`src/rtl/quadrature_generator_pkg.sv`:
```
// Shared quadrature definitions: FSM states, phase-to-AB table and the
// forward-direction convention used by both the generator and the decoder.
package quadrature_generator_pkg;

  typedef enum logic [1:0] {
    ST_IDLE = 2'd0,
    ST_RUN  = 2'd1,
    ST_DONE = 2'd2
  } state_t;

  // Forward (+1) counts up in the decoder and means A leads B.
  localparam logic DIR_UP = 1'b1;

  // {A,B} for a given position[1:0]
  function automatic logic [1:0] phase_ab(input logic [1:0] ph);
    case (ph)
      2'd0:    phase_ab = 2'b00;
      2'd1:    phase_ab = 2'b10;
      2'd2:    phase_ab = 2'b11;
      default: phase_ab = 2'b01;
    endcase
  endfunction

endpackage

```
`src/rtl/quadrature_generator_index_counter.sv`:
```
// Up/down modulo-INDEX_CPR counter; I is high when the count is zero.
module quadrature_index_counter
  import quadrature_generator_pkg::*;
#(
  parameter int INDEX_CPR = 2048
) (
  input  logic                         clk_12MHz,
  input  logic                         reset,
  input  logic                         step,
  input  logic                         dir,
  output logic [$clog2(INDEX_CPR)-1:0] index_ctr,
  output logic                         I
);

  localparam int CW = $clog2(INDEX_CPR);
  localparam logic [CW-1:0] TOP = CW'(INDEX_CPR - 1);

  logic [CW-1:0] ctr_nxt;

  // Wrap by comparison so non-power-of-two CPR works without a divider.
  always_comb begin
    ctr_nxt = index_ctr;
    if (step) begin
      if (dir == DIR_UP) ctr_nxt = (index_ctr == TOP) ? '0 : index_ctr + CW'(1);
      else               ctr_nxt = (index_ctr == '0) ? TOP : index_ctr - CW'(1);
    end
  end

  always_ff @(posedge clk_12MHz) begin
    if (!reset) begin
      index_ctr <= '0;
      I         <= 1'b1;
    end else begin
      index_ctr <= ctr_nxt;
      I         <= (ctr_nxt == '0);
    end
  end

endmodule

```
`src/rtl/quadrature_generator.sv`:
```
// Quadrature A/B/I generator: steps one edge at a time toward a commanded
// signed target at a programmable period.
module quadrature_generator
  import quadrature_generator_pkg::*;
#(
  parameter int COUNT_W   = 32,
  parameter int PERIOD_W  = 16,
  parameter int INDEX_CPR = 2048
) (
  input  logic                       clk_12MHz,
  input  logic                       reset,
  input  logic signed [COUNT_W-1:0]  target_count,
  input  logic        [PERIOD_W-1:0] period,
  input  logic                       load,
  input  logic                       stop,
  output logic                       busy,
  output logic                       done,
  output logic signed [COUNT_W-1:0]  position,
  output logic                       A,
  output logic                       B,
  output logic                       I
);

  state_t                      state;
  logic signed [COUNT_W-1:0]   tgt;
  logic        [PERIOD_W-1:0]  per, timer, per_in;
  logic signed [COUNT_W-1:0]   pos_nxt;
  logic                        dir_up, step;
  logic [$clog2(INDEX_CPR)-1:0] index_ctr;

  assign per_in  = (period == '0) ? PERIOD_W'(1) : period;
  assign dir_up  = (tgt > position);
  assign pos_nxt = dir_up ? position + COUNT_W'(1) : position - COUNT_W'(1);
  // Load and stop take priority, so a step never coincides with either.
  assign step    = (state == ST_RUN) && !stop && !load && (timer == '0);

  quadrature_index_counter #(.INDEX_CPR(INDEX_CPR)) u_idx (
    .clk_12MHz (clk_12MHz),
    .reset     (reset),
    .step      (step),
    .dir       (dir_up ? DIR_UP : ~DIR_UP),
    .index_ctr (index_ctr),
    .I         (I)
  );

  always_ff @(posedge clk_12MHz) begin
    if (!reset) begin
      state    <= ST_IDLE;
      position <= '0;
      tgt      <= '0;
      per      <= PERIOD_W'(1);
      timer    <= '0;
      {A, B}   <= 2'b00;
      busy     <= 1'b0;
      done     <= 1'b0;
    end else begin
      done <= 1'b0;
      if (stop) begin
        // Aborting drops any coincident load; outputs stay where they are.
        if (state != ST_IDLE) begin
          state <= ST_IDLE;
          busy  <= 1'b0;
        end
      end else if (load) begin
        tgt   <= target_count;
        per   <= per_in;
        timer <= per_in - PERIOD_W'(1);
        if (target_count == position) begin
          state <= ST_DONE;
          busy  <= 1'b0;
        end else begin
          state <= ST_RUN;
          busy  <= 1'b1;
        end
      end else begin
        case (state)
          ST_RUN: begin
            if (timer != '0) begin
              timer <= timer - PERIOD_W'(1);
            end else begin
              position <= pos_nxt;
              {A, B}   <= phase_ab(pos_nxt[1:0]);
              timer    <= per - PERIOD_W'(1);
              if (pos_nxt == tgt) begin
                state <= ST_DONE;
                busy  <= 1'b0;
              end
            end
          end
          ST_DONE: begin
            done  <= 1'b1;
            state <= ST_IDLE;
          end
          default: state <= ST_IDLE;
        endcase
      end
    end
  end

endmodule
```
`config.mk`:
```
export PLATFORM = sky130hd
export DESIGN_NAME = quadrature_generator
export DESIGN_NICKNAME = d
export VERILOG_FILES = /design/src/rtl/quadrature_generator_pkg.sv /design/src/rtl/quadrature_generator_index_counter.sv /design/src/rtl/quadrature_generator.sv
export SDC_FILE = /design/constraint.sdc
export NUM_CORES = 1
export LEC_CHECK = 0
export BUFFER_PORTS_ARGS = -buffer_cell sky130_fd_sc_hd__buf_2
export CAP_MARGIN = 25
export CORE_MARGIN = 2
export CORE_UTILIZATION = 52
export DETAILED_ROUTE_END_ITERATION = 10
export PLACE_DENSITY = 0.76
export SYNTH_ARGS = -nofsm -noshare
export SYNTH_HDL_FRONTEND = slang
export SYNTH_SLANG_ARGS = --single-unit
```
`constraint.sdc`:
```
create_clock -name clk_12MHz -period 9.1 [get_ports clk_12MHz]
set_clock_uncertainty 0.05 [all_clocks]
set_input_delay 0.91 -clock clk_12MHz [delete_from_list [all_inputs] [get_ports clk_12MHz]]
set_output_delay 0.91 -clock clk_12MHz [all_outputs]
set_load 0.05 [all_outputs]
```
# ---- Word-level counts from Yosys, hierarchy flattened
# Cells that the tools add are included.
dict set report totals {
  reg_bits 114
}
dict set report op_classes {
  n_mux 26
  order_cmp 1
  reduce_logical 21
  addsub 7
  eq_ne 11
  bitwise_logic 4
}
# op count
set op_table {}
lappend op_table {{$eq 32x32->1} 2}
lappend op_table {{$mux 16} 4}
lappend op_table {{$sub 16x1->16 const B} 3}
lappend op_table {{$mux 11} 4}
lappend op_table {{$add 32x2->32 const B} 1}
lappend op_table {{$gt 32x32->1} 1}
lappend op_table {{$logic_not 16->1} 2}
lappend op_table {{$mux 32} 1}
lappend op_table {{$sub 32x2->32 const B} 1}
lappend op_table {{$logic_not 11->1} 2}
lappend op_table {{$reduce_bool 16->1} 1}
lappend op_table {{$mux 2} 7}
lappend op_table {{$add 11x1->11 const B} 1}
lappend op_table {{$eq 11x11->1 const B} 1}
lappend op_table {{$sub 11x1->11 const B} 1}
lappend op_table {{$mux 1} 9}
lappend op_table {{$reduce_and 4->1} 2}
lappend op_table {{$pmux 2 s3} 1}
lappend op_table {{$reduce_bool 3->1} 2}
lappend op_table {{$eq 2x1->1 const B} 2}
lappend op_table {{$eq 2x2->1 const B} 2}
lappend op_table {{$ne 4x3->1 const B} 1}
lappend op_table {{$ne 4x4->1 const B} 1}
lappend op_table {{$not 1->1} 4}
lappend op_table {{other kinds (9)} 14}

# ---- Depth between registers and ports, before layout
# Gate-level depths: netlist of run 1.
dict set report logic_depth {
  word_depth 8
  depth_mapped 22
  mapped_depth_nobuf 21
}

# ---- Modules after synthesis
# Synthesis of run 1 repeated with hierarchy kept, for this count alone.
dict set report unflattened {
  cells_unflattened 1225
  area_unflattened_um2 9460.3
}
# module area_each_um2 seq_area_each_um2 cells_each n_inst
set modules_own_cells {}
lappend modules_own_cells {quadrature_generator 8388.0 2021.9 1081 1}
lappend modules_own_cells {quadrature_index_counter 1072.3 240.2 144 1}

# ---- Worst setup path before layout of run 1
# No wires, ideal clock.
dict set report synth_path {
  kind {reg-to-reg}
  from {register position[31]}
  to {register state[1]}
  path_stages_with_launch 22
  path_buffers 2
  t_required_ps 8984
  t_arrival_ps 5629
  setup_slack_ps 3355
  cell_sequence {dfxtp_1 inv_1 ha_1 nand4_2 nor4_2 nand2_1 or3_1 o2111a_1 or3_4 buf_2 ha_1 clkbuf_1 nand4_1 nor2_1 nand4_1 o211ai_1 o221ai_1 or4_1 nor4_1 nand4_1 nand2b_1 a21oi_2}
}
dict set report synth_between {
  elab_chain_cells 5
  elab_cells_between_ends 11
  cone_classes {add/sub: 2; order compare: 1; eq/ne: 3; mux: 4; reduce/logical: 1}
}
# item line_no
set synth_lines {}
lappend synth_lines {{start, declared} quadrature_generator.sv:18} ;# output logic signed [COUNT_W-1:0] position,
lappend synth_lines {{start signal, assigned} quadrature_generator.sv:81} ;# position <= pos_nxt;
lappend synth_lines {{$sub 32x2->32 (tied with other cells)} quadrature_generator.sv:33} ;# assign pos_nxt = dir_up ? position + COUNT_W'(1) : position - COUNT_W'(1);
lappend synth_lines {{$mux 32} quadrature_generator.sv:33}
lappend synth_lines {{$eq 32x32->1} quadrature_generator.sv:84} ;# if (pos_nxt == tgt) begin
lappend synth_lines {{$ne 4x3->1 (no source line)} -}
lappend synth_lines {{$reduce_and 3->1 (no source line)} -}
lappend synth_lines {{end signal, assigned} quadrature_generator.sv:85} ;# state <= ST_DONE;
lappend synth_lines {{end signal, assigned} quadrature_generator.sv:92} ;# state <= ST_IDLE;
lappend synth_lines {{end signal, assigned} quadrature_generator.sv:94} ;# default: state <= ST_IDLE;
lappend synth_lines {{end, declared} quadrature_generator.sv:24} ;# state_t state;
# Parallel ways exist; a longest one is shown, timed or not.
# A chain may end at the register's enable or synchronous reset.

# ---- Worst setup path after layout of run 1
# Ends and elaborated chain as after synthesis.

==> results.toml, run 1 <==
[outcome]
status = "complete, no violations"

[place]
hpwlAfterDp_mm = 20.9
finalWeightedCongestion = 0.985
dp_slack_ps = 2780
dp.cells = 1465
io_buffers = 88

[grt]
grt_pass1_wl_mm = 44.9
grt_start_max_net_pins = 72
track_usage = 0.316
first_global_vias = 8405
antenna_found_initial = 0
grt_overflow = 0

[die]
die_w_um = 135
dieArea_um2 = 18200
rows = 47
coreArea_um2 = 16700
start_util = 0.534
io_pins = 89
die_h_um = 135

[route]
post-route-drc-count = 0
wl_per_cell_um = 19.0
postRouteAntennaNets = 0
via_per_inst = 6.07
routed_wl_mm = 28.4
drt_iter0_drc = 1114
dr.pass1.iters = 5
num_vias = 9088

[power]
p_per_area_nw_per_um2 = 182
peakVddDrop_mv = 0.150
power_mw = 1.83
leakagePower_nw = 4.14

[worst_setup_path]
reg2reg_to = "state[1]"
crit_path_cell_trace = "inv_1 > ha_1 > nand4_2 > nor4_2 > nand2_1 > or3_1 > o2111a_1 > or3_4 > ha_1 > nand2_1 > o21ai_0 > nor2_1 > and2_1 > o211ai_1 > o221ai_1 > or4_1 > nor4_1 > nand4_1 > nand2b_1 > a21oi_2"
cp_max_fo = 46
path_class = "flop to flop"
r2r_setup_slack_ps = 2520
arrival_ps = 6900
required_ps = 9420
slowest_stage = "ha_1"
cp-endpoint = "state[1]"
r2r_start = "position[31]"
reg2regPathDepth = 20
critPathCaptureType = "flop"
startpoint = "position[31]"
slowest_delay_ps = 660
startpoint_type = "flop"

[sta]
tightest_slew_ps = 990
min_period_ps = 6580
setup_ws_ps = 2520
setup_viol = 0
period_share = 0.724
rsz0062_at_grt = "false"
hold_viol_final = 0
final_max_slew_viol_count = 0
timing.fmax_ghz = 0.152
setup-tns-final_ps = 0
relSlewSlack = 0.335

[finish]
antennaDiodeCount = 0
fillers = 1575
nNetsFinal = 1388
syn_to_final_growth_pct = 12.8
layout.cells.non_filler = 1498
drive_gt1_frac = 0.111

[yosys]
synth_compound_area_frac = 0.226
syn_area_um2 = 8920
yosysUniqueCellTypes = 71
synth_edf_count = 0
ys.flop_type = "dfxtp_1"
yosysWarnings = 0
synth_mux_area_frac = 0.00337
synth_top_family_by_area = "simple AND/OR/NAND/NOR gates"
ys_ff_latch = 113
avgSynthCellArea_um2 = 7.29
yosysSeqAreaShare = 0.254
yosys.area_share.adder = 0.100
synth_xor_area_frac = 0.117
async_reset_ff_frac = 0
synth_cells = 1223
synth_nets = 1346
yosys.area_share.simple = 0.243

[clocking]
clock_sinks = 113
path_clk_slew_ps = 60
clock_latency_ps = 440
cts-hold-fix-buffers = 0
clock_path_buffers = 2
cts-htree-levels = 4
cts_tree = "built"
cts_buffers = 17
root_buffer = "clkbuf_16"
post_cts_resized = 0
post_cts_buffers = 0

[flow_run]
max_cap_violations = 0

[worst_hold_path]
hold_path.class = "flop to flop"
metrics by stage:
stage / util / hold slack, ps / instance area (um2)
finish: 0.602 / 408 / 10100
global route: 0.602 / 423 / 10100
CTS: 0.601 / 406 / 10000
detailed placement: 0.564 / 398 / 9420
global placement: 0.562 / 393 / 9390
floorplan: - / 366 / 8920
final cells by class:
cell class / instances / area (um2) / share of cell area
Multi-Input combinational cell: 983 / 6160 / 0.613
Clock buffer: 18 / 439 / 0.0437
Sequential cell: 113 / 2260 / 0.225
Tap cell: 220 / 275 / 0.0274
Timing Repair Buffer: 94 / 526 / 0.0522
Clock inverter: 14 / 178 / 0.0177
Inverter: 56 / 216 / 0.0215
where the power goes:
| group | internal (mW) | switching [mW] |
|---|---|---|
| combinational | 0.218 | 0.377 |
| sequential | 0.512 | 0.0168 |
| clock | 0.441 | 0.267 |
cell usage after synthesis, types with 11 or more instances:
| library cell | n | area share |
|---|---|---|
| nand2_1 | 218 | 0.092 |
| a21oi_1 | 164 | 0.092 |
| dfxtp_1 | 113 | 0.25 |
| nor2_1 | 91 | 0.038 |
| ha_1 | 70 | 0.098 |
| inv_1 | 54 | 0.023 |
| clkbuf_1 | 53 | 0.022 |
| xor2_1 | 52 | 0.051 |
| xnor2_1 | 46 | 0.045 |
| o21ai_0 | 44 | 0.025 |
| nand3_1 | 33 | 0.019 |
| nand4_1 | 25 | 0.018 |
| nor4_1 | 21 | 0.015 |
| a211oi_1 | 19 | 0.016 |
| nor3_1 | 19 | 0.011 |
| a21o_1 | 13 | 0.011 |
| buf_2 | 11 | 0.0062 |
| nand2b_1 | 11 | 0.0077 |
registers in the layout (all words and copies together), names as in the netlist, 2 cells and up:
register	cells
per	16
timer	16
u_idx.index_ctr	11
state	2
tgt	32
position	31
kinds of logic (layout without fill, tap and decap cells):
kind of cell,Yosys count,count (layout)
adders and majority gates,71,71
and+or+nand+nor,472,472
xor gates and xnor gates,106,106
AOI/OAI and AO/OA,331,331
buffers and inverters,127,182
muxes,3,3
DFF,113,113
worst max-delay path, delay by kind of cell, from the launching register on:
family,cells,cell delay [ps]
adders and majority gates,2,1100
DFF,1,440
buffers and inverters,1,70
AOI/OAI and AO/OA,5,1250
and+or+nand+nor,12,3540
cells in the final DEF (no fill, tap or decap), types with 10 or more instances in the layout:
cell type  instances
ha_1              70
xor2_1            52
clkbuf_16         17
a211oi_1          19
dfxtp_1          113
a21oi_1          164
a31oi_1           10
nand4_1           25
xnor2_1           46
a21o_1            13
nor3_1            19
nand2_1          218
nand2b_1          10
nor4_1            21
nand3_1           32
o21ai_0           44
buf_2             88
nor2_1            91
inv_1             54
layer usage:
layer / share of wire / track usage
met1: 0.46 / 0.447
met2: 0.44 / 0.487
met3: 0.080 / 0.0537
met4: 0.022 / 0.109
met5: 0 / 0
how the worst min path moves through the flow:
stage	startpoint	to	cells after the start
6_report	per[13]	per[13]	2
5_1_grt	per[13]	per[13]	2
4_1_cts	per[13]	per[13]	2
3_5_place_dp	per[13]	per[13]	2
3_3_place_gp	per[9]	per[9]	2
2_1_floorplan	state[0]	done	1
Note: power is estimated with default switching activity, not from simulation.
==> inputs of run 2 (changes only) <==
--- a/config.mk
+++ b/config.mk
@@ -5,12 +5,13 @@
 export SDC_FILE = /design/constraint.sdc
 export NUM_CORES = 1
 export LEC_CHECK = 0
+export ABC_AREA = 1
 export BUFFER_PORTS_ARGS = -buffer_cell sky130_fd_sc_hd__buf_2
 export CAP_MARGIN = 25
 export CORE_MARGIN = 2
 export CORE_UTILIZATION = 52
 export DETAILED_ROUTE_END_ITERATION = 10
-export PLACE_DENSITY = 0.76
+export PLACE_DENSITY = 0.75
 export SYNTH_ARGS = -nofsm -noshare
 export SYNTH_HDL_FRONTEND = slang
 export SYNTH_SLANG_ARGS = --single-unit
==> constraint.sdc (replaced) <==
create_clock -name clk_12MHz -period 6.6 [get_ports clk_12MHz]
set_clock_uncertainty 0.05 [all_clocks]
set_input_delay 0.66 -clock clk_12MHz [delete_from_list [all_inputs] [get_ports clk_12MHz]]
set_output_delay 0.66 -clock clk_12MHz [all_outputs]
set_load 0.05 [all_outputs]
==> run 2 against run 1 <==
  * Register-to-register slack worse by 1600 ps
  * Fmax increased by 17%
  * Highest routed layer unchanged
  * Worst setup slack got worse by 1600 ps
  * Hold slack got worse by 36 ps
  * Via count grew 10%
  * Critical endpoint is now busy
==> results.toml, run 2 <==
[sta]
final_max_slew_viol_count = 0
period_share = 0.854
setup_viol = 0
hold_ws_ps = 372
rsz0062_at_grt = "false"
timing.fmax_ghz = 0.177
tightest_slew_ps = 969
hold_viol_final = 0
setup-tns-final_ps = 0
relSlewSlack = 0.351
min_period_ps = 5640

[yosys]
synth_common_cells = "nand2_1, inv_1, nor2_1, a21oi_1, o21ai_0"
synth_edf_count = 0
synth_mux_area_frac = 0
synth_xor_area_frac = 0.0450
synth_nets = 1616
ys.flop_type = "dfxtp_1"
yosys.area_share.simple = 0.318
yosysWarnings = 0
synth_compound_area_frac = 0.183
async_reset_ff_frac = 0
synth_area_leader_cell = "dfxtp_1"
yosysUniqueCellTypes = 48
synth_top_family_by_area = "simple AND/OR/NAND/NOR gates"
yosysSeqAreaShare = 0.241
synth_most_common_cell = "nand2_1"
yosysTopAreaCellShare = 0.241
syn_area_um2 = 9370
synth_cells = 1493
yosys.area_share.adder = 0.0956
synthTopCellsByArea = "dfxtp_1, nand2_1, inv_1"
avgSynthCellArea_um2 = 6.28
ys_ff_latch = 113

[clocking]
post_cts_resized = 0
clock_latency_ps = 430
clock_sinks = 113
cts_buffers = 17
post_cts_buffers = 0
cts_tree = "built"
clock_path_buffers = 2
cts-hold-fix-buffers = 0
path_clk_slew_ps = 60
root_buffer = "clkbuf_16"
cts-htree-levels = 4

[worst_setup_path]
arrival_ps = 5910
slowest_stage = "nand3_2"
startpoint_type = "flop"
cp_max_fo = 32
slowest_delay_ps = 760
path_class = "flop to flop"
critPathCaptureType = "flop"
required_ps = 6870
cp_common_cell = "nand2_1"
r2r_setup_slack_ps = 960

[route]
via_per_inst = 5.55
postRouteAntennaNets = 0
drt_iter0_drc = 900
dr.pass1.iters = 6
post-route-drc-count = 0
wl_per_cell_um = 16.4
num_vias = 10000
routed_wl_mm = 29.6

[grt]
grt_overflow = 0
antenna_found_initial = 1
grt_start_max_net_pins = 76
first_global_vias = 9097
grt_pass1_wl_mm = 47.1
track_usage = 0.307

[power]
seq_power_share = 0.300
peakVddDrop_mv = 0.210
p_per_area_nw_per_um2 = 230
p_sw_mw = 0.844
p_comb_frac = 0.286
internal_power_mw = 1.60
p_sw_frac = 0.345
clockPowerShare = 0.414
leakagePower_nw = 5.47

[finish]
final_util = 0.595
reg_top3 = "tgt x32, position x31"
fin_area_um2 = 10600
fillers = 1691
drive_gt1_frac = 0.120
largest-register = "tgt"
final_common_cell = "nand2_1"
largest_reg_flops = 32
syn_to_final_growth_pct = 13.2
final_cell_mix = "nand2_1, inv_1, nor2_1"
nNetsFinal = 1689

[outcome]
status = "complete, no violations"

[die]
rows = 49
die_w_um = 138
dieArea_um2 = 19100
die_h_um = 138
start_util = 0.525
io_pins = 89
coreArea_um2 = 17800

[place]
io_buffers = 88
hpwlAfterDp_mm = 22.3
place_area_um2 = 9980
finalWeightedCongestion = 0.983

[flow_run]
max_cap_violations = 0

[worst_hold_path]
hold_path.class = "flop to flop"
-- run 2: metal layers --
layer,vias up,part of all wire,GRT usage
met4,0,0.030,0.112
met2,398,0.43,0.479
met5,-,0,0
li1,5037,-,-
met3,65,0.081,0.0530
met1,4535,0.45,0.427
-- run 2: cell type report --
class                           count  area, um2  area share
Multi-Input combinational cell   1095       6020       0.567
Sequential cell                   113       2260       0.213
Inverter                          243        912      0.0860
Timing Repair Buffer               96        500      0.0472
Clock buffer                       22        474      0.0447
Tap cell                          229        287      0.0270
Clock inverter                      9        155      0.0146
Antenna cell                        1       2.50    0.000236
-- run 2: per-stage QoR --
| stage | power [mW] | instances | setup slack (ps) |
|---|---|---|---|
| 6_report | 2.44 | 1808 | 961 |
| 3_5_place_dp | 1.43 | 1776 | 1160 |
| 4_1_cts | 2.43 | 1807 | 1090 |
| 2_1_floorplan | 1.25 | 1493 | 2300 |
| 3_3_place_gp | 1.42 | 1776 | 1200 |
| 5_1_grt | 2.56 | 1808 | 555 |
-- run 2: logic make-up after synthesis --
logic type	Yosys count
AND/OR/NAND/NOR	671
adder cells (fa/ha/maj)	71
AO/OA/AOI/OAI	308
buffers and inverters	285
flip-flops	113
XOR/XNOR	45
-- run 2: worst max-delay path, delay by kind of cell (launching register included) --
family,cells,cell delay (ps)
buffers and inverters,1,170
AOI/OAI and AO/OA,1,250
and+or+nand+nor,26,3430
DFF,1,480
adders and majority gates,2,1170
-- run 2: power groups by stage --
stage | clock network [mW] | logic, mW | registers [mW]
2_1_floorplan | 0 | 0.504 | 0.745
3_3_place_gp | 0 | 0.676 | 0.746
3_5_place_dp | 0 | 0.680 | 0.747
4_1_cts | 1.01 | 0.687 | 0.732
5_1_grt | 1.05 | 0.779 | 0.736
6_report | 1.01 | 0.700 | 0.733
-- run 2: final timing paths --
kind,from,to,depth (start not counted)
max,position[31],busy,30
min,state[0],done,1
max reg2reg,position[31],busy,30
min reg2reg,state[0],done,1
==> inputs of run 3 (changes only) <==
--- a/config.mk
+++ b/config.mk
@@ -9,9 +9,9 @@
 export BUFFER_PORTS_ARGS = -buffer_cell sky130_fd_sc_hd__buf_2
 export CAP_MARGIN = 25
 export CORE_MARGIN = 2
-export CORE_UTILIZATION = 52
+export CORE_UTILIZATION = 55
 export DETAILED_ROUTE_END_ITERATION = 10
-export PLACE_DENSITY = 0.75
+export PLACE_DENSITY = 0.79
 export SYNTH_ARGS = -nofsm -noshare
 export SYNTH_HDL_FRONTEND = slang
 export SYNTH_SLANG_ARGS = --single-unit
==> run 3 against run 2 <==
  * Sequential power about the same
  * Non-clock buffer count fell by 2
  * Clock-buffer cell count decreased by 1
  * Core utilization increased by 4.0 points
  * Fmax grew 1.1%
  * Hold slack improved by 22 ps
  * Combinational power is 1% lower
  * Power is 1.8% lower
  * Cell count down 0.55%
  * Critical path depth rose by 2
  * Die area is 5.3% lower
  * Largest power group unchanged
==> results.toml, run 3 (synthesis results as in run 2) <==
[power]
p_per_area_nw_per_um2 = 227
leakagePower_nw = 5.44
peakVddDrop_mv = 0.202

[worst_setup_path]
critPathCaptureType = "flop"
startpoint_type = "flop"
cp_max_fo = 36
required_ps = 6870
startpoint = "position[31]"
reg2reg_to = "busy"
slowest_delay_ps = 740
reg2regPathDepth = 32
cp_common_cell = "nand2_1"
r2r_setup_slack_ps = 1020
r2r_start = "position[31]"
slowest_stage = "nand3_2"
path_class = "flop to flop"
arrival_ps = 5850

[sta]
relSlewSlack = 0.368
min_period_ps = 5580
hold_viol_final = 0
tightest_slew_ps = 947
setup_viol = 0
rsz0062_at_grt = "false"
setup-tns-final_ps = 0
period_share = 0.845
timing.fmax_ghz = 0.179
final_max_slew_viol_count = 0
setup_ws_ps = 1020

[flow_run]
max_cap_violations = 0

[die]
io_pins = 89
start_util = 0.563
rows = 47
dieArea_um2 = 18100
coreArea_um2 = 16600
die_h_um = 135
die_w_um = 135

[grt]
track_usage = 0.324
grt_start_max_net_pins = 76
grt_pass1_wl_mm = 46.1
first_global_vias = 9103
grt_overflow = 0
antenna_found_initial = 2

[clocking]
path_clk_slew_ps = 60
cts_tree = "built"
clock_latency_ps = 430
post_cts_buffers = 0
post_cts_resized = 0
root_buffer = "clkbuf_16"
clock_sinks = 113
cts-htree-levels = 4
cts_buffers = 17
clock_path_buffers = 2
cts-hold-fix-buffers = 0

[finish]
largest-register = "tgt"
largest_reg_flops = 32
reg_top3 = "tgt x32, position x31"
final_common_cell = "nand2_1"
fillers = 1544
drive_gt1_frac = 0.119
nNetsFinal = 1687
syn_to_final_growth_pct = 12.7
final_cell_mix = "nand2_1, inv_1, nor2_1"

[route]
drt_iter0_drc = 882
via_per_inst = 5.61
post-route-drc-count = 0
postRouteAntennaNets = 0
num_vias = 10100
dr.pass1.iters = 6
routed_wl_mm = 29.1
wl_per_cell_um = 16.2

[worst_hold_path]
hold_path.class = "flop to flop"
hold_depth = 1
whs_endpoint = "done"
hp-start = "state[0]"

[place]
io_buffers = 88
dp_slack_ps = 1270
finalWeightedCongestion = 0.994
hpwlAfterDp_mm = 21.7

[outcome]
status = "complete, no violations"
-- run 3: area by class of cell --
type / instances / area [um2] / share of cell area
timing repair buffer: 94 / 485 / 0.0460
inverter: 243 / 912 / 0.0864
clock inverter: 11 / 154 / 0.0146
antenna: 1 / 2.50 / 0.000237
clock buffer: 21 / 450 / 0.0427
sequential: 113 / 2260 / 0.214
multi-input combinational: 1095 / 6020 / 0.570
tap: 220 / 275 / 0.0261
-- run 3: how the worst max path moves through the flow --
stage	endpoint	slack (ps)	cells past startpoint
2_1_floorplan	busy	2300	31
3_3_place_gp	busy	1290	30
5_1_grt	busy	640	31
4_1_cts	busy	1210	31
6_report	busy	1020	32
3_5_place_dp	busy	1270	30
-- run 3: metal layers --
metal,share of wire,global-route usage,wire length [um],up-vias
li1,-,-,-,5017
met1,0.44,0.439,12700,4516
met2,0.43,0.504,12600,479
met3,0.097,0.0721,2830,69
met4,0.033,0.120,949,0
met5,0,0,0,-
-- run 3: worst max-delay path, delay by kind of cell (launching register included) --
kind	cells	cell delay [ps]
and+or+nand+nor	27	3490
buffers and inverters	3	760
adders and majority gates	2	710
DFF	1	470
-- run 3: where the power goes --
group | switching, mW | internal [mW] | leakage [nW]
combinational | 0.466 | 0.227 | 4.23
clock | 0.365 | 0.608 | 0.289
sequential | 0.0221 | 0.712 | 0.924
-- run 3: stage by stage --
| stage | std cells | hold slack, ps | utilization | cell area [um2] | power [mW] |
|---|---|---|---|---|---|
| global route | 1798 | 419 | 0.635 | 10600 | 2.51 |
| global placement | 1765 | 386 | 0.598 | 9950 | 1.41 |
| floorplan | 1493 | 347 | - | 9370 | 1.25 |
| CTS | 1797 | 404 | 0.634 | 10600 | 2.39 |
| finish | 1798 | 394 | 0.635 | 10600 | 2.40 |
| detailed placement | 1765 | 391 | 0.598 | 9950 | 1.42 |
